<file path="config.mk">
export PLATFORM = sky130hd
export DESIGN_NAME = head_sprite_renderer
export DESIGN_NICKNAME = d
export VERILOG_FILES = /design/src/rtl/snake_pkg.sv /design/src/rtl/sprite_addr_rotate.sv /design/src/rtl/head_sprite_renderer.sv
export SDC_FILE = /design/constraint.sdc
export NUM_CORES = 1
export LEC_CHECK = 0
export ABC_AREA = 1
export BUFFER_PORTS_ARGS = -buffer_cell sky130_fd_sc_hd__buf_4
export CORE_MARGIN = 2
export CORE_UTILIZATION = 44
export CTS_CLUSTER_SIZE = 20
export DETAILED_ROUTE_END_ITERATION = 16
export HOLD_SLACK_MARGIN = 0.02
export PLACE_DENSITY = 0.73
export SLEW_MARGIN = 10
export SYNTH_ARGS = -nofsm -noshare
export SYNTH_HDL_FRONTEND = slang
export SYNTH_SLANG_ARGS = --single-unit
</file>
<file path="constraint.sdc">
create_clock -name i_clk -period 1.2 [get_ports i_clk]
set_clock_uncertainty 0.05 [all_clocks]
set_input_delay 0.06 -clock i_clk [delete_from_list [all_inputs] [get_ports i_clk]]
set_output_delay 0.06 -clock i_clk [all_outputs]
set_load 0.05 [all_outputs]
</file>
<file path="src/rtl/snake_pkg.sv">
// Shared types and constants for the snake sprite pipeline.
// Used by the head renderer and the reusable address rotator.
package snake_pkg;

    typedef enum logic [1:0] {
        DIR_UP    = 2'd0,
        DIR_DOWN  = 2'd1,
        DIR_LEFT  = 2'd2,
        DIR_RIGHT = 2'd3
    } dir_t;

    typedef enum logic [1:0] {
        ST_ALIVE = 2'd0,
        ST_BLINK = 2'd1,
        ST_DEAD  = 2'd2
    } head_state_t;

    localparam int          SPRITE_SZ     = 16;
    localparam logic [23:0] KEY_COLOR_DEF = 24'h181b1d;

endpackage

</file>
<file path="src/rtl/sprite_addr_rotate.sv">
// Maps an in-cell (row, col) offset and a facing direction to a
// 16x16 sprite ROM address; shared by head, body and tail sprites.
module sprite_addr_rotate
    import snake_pkg::*;
(
    input  logic [3:0] row,
    input  logic [3:0] col,
    input  dir_t       dir,
    output logic [7:0] addr
);

    always_comb begin
        addr = {row, col};
        unique case (dir)
            DIR_UP:    addr = {row, col};
            DIR_DOWN:  addr = {~row, ~col};
            DIR_LEFT:  addr = {col, ~row};
            DIR_RIGHT: addr = {~col, row};
            default:   addr = {row, col};
        endcase
    end

endmodule

</file>
<file path="src/rtl/head_sprite_renderer.sv">
// Two-stage per-pixel head sprite fetch with frame-latched position,
// direction and death-blink visibility.
module head_sprite_renderer
    import snake_pkg::*;
#(
    parameter int          X_W           = 10,
    parameter int          Y_W           = 10,
    parameter int          GX_W          = 6,
    parameter int          GY_W          = 5,
    parameter logic [23:0] KEY_COLOR     = KEY_COLOR_DEF,
    parameter int          BLINK_FRAMES  = 8,
    parameter int          BLINK_TOGGLES = 6
) (
    input  logic            i_clk,
    input  logic            i_rst,
    input  logic            i_frame_start,
    input  logic            i_pix_valid,
    input  logic [X_W-1:0]  i_pix_x,
    input  logic [Y_W-1:0]  i_pix_y,
    input  logic [GX_W-1:0] i_head_col,
    input  logic [GY_W-1:0] i_head_row,
    input  logic [1:0]      i_dir,
    input  logic            i_dead,
    input  logic            i_restart,
    output logic [7:0]      o_rom_addr,
    input  logic [23:0]     i_rom_data,
    output logic            o_pix_valid,
    output logic            o_hit,
    output logic [23:0]     o_rgb,
    output logic            o_opaque,
    output logic [1:0]      o_state,
    output logic            o_blink_done
);

    localparam int FW = $clog2(BLINK_FRAMES + 1);
    localparam int TW = $clog2(BLINK_TOGGLES + 1);
    localparam logic [FW-1:0] F_LAST = FW'(BLINK_FRAMES - 1);
    localparam logic [TW-1:0] T_LAST = TW'(BLINK_TOGGLES - 1);

    logic [GX_W-1:0] lat_col;
    logic [GY_W-1:0] lat_row;
    dir_t            lat_dir;

    head_state_t     state;
    logic [FW-1:0]   fcnt;
    logic [TW-1:0]   tcnt;
    logic            visible;

    logic            s1_valid;
    logic            s1_hit;

    logic            in_cell;
    logic [3:0]      off_r;
    logic [3:0]      off_c;
    logic [7:0]      rot_addr;

    // Cell offset is the low nibble once the high bits match the cell.
    assign in_cell = (32'(i_pix_x[X_W-1:4]) == 32'(lat_col))
                  && (32'(i_pix_y[Y_W-1:4]) == 32'(lat_row));
    assign off_r   = i_pix_y[3:0];
    assign off_c   = i_pix_x[3:0];

    sprite_addr_rotate u_rot (
        .row  (off_r),
        .col  (off_c),
        .dir  (lat_dir),
        .addr (rot_addr)
    );

    always_ff @(posedge i_clk) begin
        if (i_rst) begin
            lat_col     <= '0;
            lat_row     <= '0;
            lat_dir     <= DIR_UP;
            o_rom_addr  <= '0;
            s1_valid    <= 1'b0;
            s1_hit      <= 1'b0;
            o_pix_valid <= 1'b0;
            o_hit       <= 1'b0;
            o_rgb       <= '0;
            o_opaque    <= 1'b0;
        end else begin
            if (i_frame_start) begin
                lat_col <= i_head_col;
                lat_row <= i_head_row;
                lat_dir <= dir_t'(i_dir);
            end
            if (i_pix_valid && in_cell) begin
                o_rom_addr <= rot_addr;
            end
            s1_valid    <= i_pix_valid;
            s1_hit      <= i_pix_valid && in_cell && visible;
            o_pix_valid <= s1_valid;
            o_hit       <= s1_hit;
            o_rgb       <= s1_hit ? i_rom_data : '0;
            o_opaque    <= s1_hit && (i_rom_data != KEY_COLOR);
        end
    end

    // Visibility only moves on frame boundaries, so a frame never tears.
    always_ff @(posedge i_clk) begin
        if (i_rst) begin
            state        <= ST_ALIVE;
            fcnt         <= '0;
            tcnt         <= '0;
            visible      <= 1'b1;
            o_blink_done <= 1'b0;
        end else begin
            o_blink_done <= 1'b0;
            if (i_restart) begin
                state   <= ST_ALIVE;
                fcnt    <= '0;
                tcnt    <= '0;
                visible <= 1'b1;
            end else if (i_frame_start) begin
                unique case (state)
                    ST_ALIVE: begin
                        if (i_dead) begin
                            state   <= ST_BLINK;
                            fcnt    <= '0;
                            tcnt    <= '0;
                            visible <= 1'b0;
                        end
                    end
                    ST_BLINK: begin
                        if (fcnt == F_LAST) begin
                            fcnt <= '0;
                            tcnt <= tcnt + 1'b1;
                            if (tcnt == T_LAST) begin
                                state        <= ST_DEAD;
                                visible      <= 1'b1;
                                o_blink_done <= 1'b1;
                            end else begin
                                visible <= ~visible;
                            end
                        end else begin
                            fcnt <= fcnt + 1'b1;
                        end
                    end
                    ST_DEAD: begin
                        visible <= 1'b1;
                    end
                    default: begin
                        state   <= ST_ALIVE;
                        visible <= 1'b1;
                    end
                endcase
            end
        end
    end

    assign o_state = state;

endmodule

</file>
* Word level (Yosys, flattened, before mapping)
Cells that the tools add are included. Widths: inputs -> output; s select.
Word-level totals: memories 0, bits in read-only memories 0, input bits 63, bits in latches 0, memory bits (writable) 0, output and inout bits 38, register bits after elaboration 61
Cells by class: shift operators 0, bitwise operators 8, reduce and logical (&&, ||, !) cells 14, magnitude comparators 0, divide/modulo/power cells 0, multiply operators 0, equal/unequal tests 13, multiplexer cells 16, add/sub/neg operators 2
Operators with widths (count):
- $pmux 8 s4 | 1
- $ne 24x21->1 const B | 1
- $mux 4 | 2
- $not 4->4 | 2
- $pmux 4 s2 | 1
- $eq 2x2->1 const B | 3
- $eq 6x5->1 | 1
- $eq 6x6->1 | 1
- $mux 2 | 3
- $mux 3 | 2
- $ne 2x2->1 const B | 3
- $not 1->1 | 6
- $pmux 2 s3 | 1
- $pmux 3 s2 | 1
- $reduce_and 3->1 | 2
- $reduce_and 5->1 | 1
- $reduce_or 5->1 | 1
- $add 4x1->4 const B | 1
- $eq 2x1->1 const B | 2
- $eq 4x3->1 const B | 1
- $logic_and 1x1->1 | 4
- $logic_not 2->1 | 2
- $mux 1 | 4
- $reduce_and 4->1 | 1
- 5 further kinds | 6

* Logic depth before layout (Yosys ltp)
word-level depth 4, gate-level depth with buffers 9

* By module
Synthesis repeated with hierarchy kept, for this count alone.
Second synthesis, totals: cell total of the unflattened synthesis 423, area, all modules 2773.9 µm²
Modules (own cells, without submodules):
- head_sprite_renderer | area an instance 2478.6 µm², instances 1, cells an instance 352
- sprite_addr_rotate | area an instance 295.3 µm², instances 1, cells an instance 71

* Least setup slack after synthesis
No wires, ideal clock.
kind register to register, start point reg state[1], in the netlist o_state[1], end point reg tcnt[1], data required time 1.030 ns, arrival 1.496 ns, period minus slack after synthesis 1.666 ns, path slack -0.466 ns, cell stages (with the launch flop) 10, path through dfxtp_1 > inv_2 > nand2_4 > inv_4 > nand2_4 > nand2_4 > nor2_4 > inv_2 > a21oi_1 > nor2_1
Between the ends: word-level cells in the longest chain between the ends 3, elaborated cells between the ends (all ways) 7, those cells by class eq/ne (3); mux (1); reduce/logical (3)
RTL lines:
- start, declared | line head_sprite_renderer.sv:44 | head_state_t state;
- start signal, assigned | line head_sprite_renderer.sv:103 | state <= ST_ALIVE;
- start signal, assigned | line head_sprite_renderer.sv:111 | state <= ST_ALIVE;
- start signal, assigned | line head_sprite_renderer.sv:119 | state <= ST_BLINK;
- $eq 2x1->1 / $logic_not 2->1 (equally long branches) | line head_sprite_renderer.sv:116 | unique case (state)
- $ne 2x2->1 (no line) / $reduce_bool 2->1 (equally long branches)
- $reduce_and 4->1 (no line)
- end signal, assigned | line head_sprite_renderer.sv:128 | tcnt <= tcnt + 1'b1;
- end, declared | line head_sprite_renderer.sv:46 | logic [TW-1:0] tcnt;
Several ways; a longest one is shown, not always the timed one. A chain may end at the register's enable or synchronous reset.

* Worst setup path in the final report
start point reg lat_row[1], end point reg o_rom_addr[6]
Between the ends: word-level cells in the longest chain between the ends 3
RTL lines:
- start, declared | line head_sprite_renderer.sv:41 | logic [GY_W-1:0] lat_row;
- start signal, assigned | line head_sprite_renderer.sv:85 | lat_row <= i_head_row;
- $eq 6x5->1 | line head_sprite_renderer.sv:59 | && (32'(i_pix_y[Y_W-1:4]) == 32'(lat_row));
- $logic_and 1x1->1 | line head_sprite_renderer.sv:59
- $logic_and 1x1->1 | line head_sprite_renderer.sv:88 | if (i_pix_valid && in_cell) begin
- end signal, assigned | line head_sprite_renderer.sv:89 | o_rom_addr <= rot_addr;
- end, declared | line head_sprite_renderer.sv:25 | output logic [7:0] o_rom_addr,
Every way passes these cells.

==> run metrics <==
status complete, but fails checks; failing checks setup timing; Synth Register Bits 61; slowest library cell on the worst path dfxtp_1; worst r2r dst o_rom_addr[6]; Yosys Warn Count 0; cell area after layout 0.004648 mm2; power per cell area 996.5 mW/mm2; Fill cells 382; grt ovf 0; DR WL/cell 13.67 um; hpwl dp 5.335 mm; Critical R2R Launch lat_row[1]; CP arrival 1.62 ns; nets 629; Cells after Synth 375; initial core utilization 0.4511; critical hold path startpoint i_restart; pin count of the biggest net entering global routing 26; Pre-antenna DRT Iters 6; final core utilization 0.7898; I/O pins 101; Top delay family on crit path simple AND/OR/NAND/NOR gates; Hold Crit Depth 5; mapped cell area 0.002655 mm2; drt drc 0; Max clock buf depth 2; vias per cell 4.779; Worst Reg2Reg Path Length in Cells 9; syn_nets 441; vias 3,073; core area 0.005886 mm2; worst-path fanout max 5; final worst slack -0.1903 ns; Detailed Route WL 8.788 mm; Hold EP o_state[0]; GP Congestion 0.8643; final setup TNS -1.602 ns; WS Path Type reg2reg; slew at the pin closest to its max-slew limit 0.3870 ns; FMAX 719.3 MHz; Netlist cell types 25; initial antenna violation count 0; R2R Setup Slk -0.19 ns; CTS Sinks 61; Die Y 81.68 um; commonest cells after routing, fill and taps aside buf_4, inv_1, nand2_1, nor2_1, dfxtp_1; number of global-route vias before repair 2,903; GRT Resource Usage Total 0.2534; slowest stage delay, CP 0.32 ns; later-pin clock latency in the skew report 0.34 ns; final worst path period need 1.390 ns; endpoints failing setup 15; DIE AREA 0.006672 mm2; post-route clock period utilization 1.159; CP startpoint kind flop; first-pass GRT wire length 12.78 mm; Clk pin slew, worst setup/hold paths 0.07 ns; commonest non-fill, non-tap cell in the layout buf_4; Port Buffer Count 100; Critical Path RT 1.43 ns; crit path buf inv count 2; sequential area share after synthesis 0.4599; Num CTS Buffers 9; Avg Cell Area, Syn 7.080 um2; Cell Chain, Critical Path nand2_1, buf_4, nand2_1, nor2_1, nand2_1, nor2_4, buf_6, a21oi_2, nor2_1; Final Hold Vio Count 0; CTS tree done; chip width 81.68 um; CP endpoint kind flop; CTS H-tree lvls 3; drt initial violations 108; VDD IR max 756.8 uV; Routed Antenna Nets 0; root buffer cell clkbuf_8; Max Cap Viol 0; most frequent CP cell nand2_1; Leak 2.314 nW; num rows 28; Area Growth Syn to Fin 75.07%; Slew Viols, Final 0; RSZ-0062 raised after global routing true; Post-DP Area 0.003766 mm2; layout cells sized above 1 0.4145; Rel. slew slack 0.7417; Hold Crit Class in2reg
[how the worst max path moves through the flow]
stage               start             to  slack (ns)  cells after the start
3_3_place_gp   lat_row[2]  o_rom_addr[0]       -0.11                      9
6_report       lat_row[1]  o_rom_addr[6]       -0.19                      9
5_1_grt        lat_row[1]  o_rom_addr[6]       -0.26                      9
2_1_floorplan  o_state[1]        tcnt[1]       -0.08                      7
3_5_place_dp   lat_row[3]  o_rom_addr[3]       -0.15                      9
4_1_cts        lat_col[1]  o_rom_addr[7]       -0.13                     10
[state kept, by name, indices dropped and copies added, names as in the netlist]
name,flops
lat_row,5
lat_col,6
o_pix_valid,1
fcnt,4
lat_dir,2
o_rgb,24
s1_valid,1
tcnt,3
o_hit,1
o_state,2
visible,1
o_rom_addr,8
o_opaque,1
s1_hit,1
o_blink_done,1
[synthesized netlist by cell type]
library cell	number	area share
nand2_1	72	0.10
inv_1	64	0.090
dfxtp_1	61	0.46
nor2_1	60	0.085
a21oi_1	30	0.057
o21ai_0	24	0.045
nand3_1	12	0.023
xor2_1	9	0.030
nand4_1	8	0.019
clkbuf_1	6	0.0085
nor2_2	4	0.0094
nor3_1	4	0.0075
ha_1	3	0.014
nand2_4	3	0.013
buf_2	2	0.0038
inv_2	2	0.0028
nand2_2	2	0.0047
nor4_1	2	0.0047
a21oi_4	1	0.0061
and3_1	1	0.0024
clkinv_1	1	0.0014
inv_4	1	0.0024
nor2_4	1	0.0042
o21ai_1	1	0.0019
xnor2_1	1	0.0033
[power breakdown]
part / switching [W] / leakage [nW] / internal, W
sequential: 0.0000242 / 0.500 / 0.00206
clock: 0.000823 / 0.0948 / 0.000905
combinational: 0.000389 / 1.72 / 0.000430
[repair_timing]
action                     in CTS  in global routing
hold buffers                   40                  0
gates cloned                    1                  0
gates resized for setup        23                 54
setup endpoints to repair      17                 25
hold endpoints to repair       42                  0
buffers inserted                3                  4
pin swaps                      21                 32
[area by class of cell]
class / instances / area, um2 / area share
timing repair buffer: 185 / 1511 / 0.3252
multi-input combinational: 238 / 1356 / 0.2918
clock inverter: 3 / 18.77 / 0.004038
sequential: 61 / 1240 / 0.2668
clock buffer: 12 / 165.2 / 0.03553
tap: 75 / 93.84 / 0.02019
antenna: 1 / 2.502 / 0.0005384
inverter: 68 / 260.3 / 0.05599
[worst min-delay path, delay by kind of cell]
| family | cells | cell delay (ns) |
|---|---|---|
| buffers and inverters | 2 | 0.22 |
| AOI/OAI and AO/OA | 2 | 0.09 |
| and+or+nand+nor | 1 | 0.04 |
[per-stage QoR]
stage / instances / hold slack, ns / total power, W / setup slack [ns]
floorplan: 375 / 0.08118 / 0.002412 / -0.08038
global placement: 579 / 0.1979 / 0.002706 / -0.1086
detailed placement: 579 / 0.2058 / 0.002720 / -0.1464
CTS: 638 / 0.05002 / 0.004560 / -0.1304
global route: 642 / 0.07747 / 0.004806 / -0.2601
finish: 643 / 0.05240 / 0.004632 / -0.1903
[cell families after synthesis]
group | after synthesis | synth area share
xor gates and xnor gates | 10 | 0.03299
adders and majority gates | 3 | 0.01414
buffers and inverters | 76 | 0.1093
and+or+nand+nor | 169 | 0.2738
DFF | 61 | 0.4599
AOI/OAI and AO/OA | 56 | 0.1098
[layer usage]
metal | GRT usage | share of wire | up-vias
met3 | 0.06154 | 0.040 | 31
met5 | 0 | 0 | -
met1 | 0.2843 | 0.38 | 1433
met2 | 0.4500 | 0.55 | 75
met4 | 0.1200 | 0.033 | 0
li1 | - | - | 1534
Note: power is estimated with default switching activity, not from simulation.
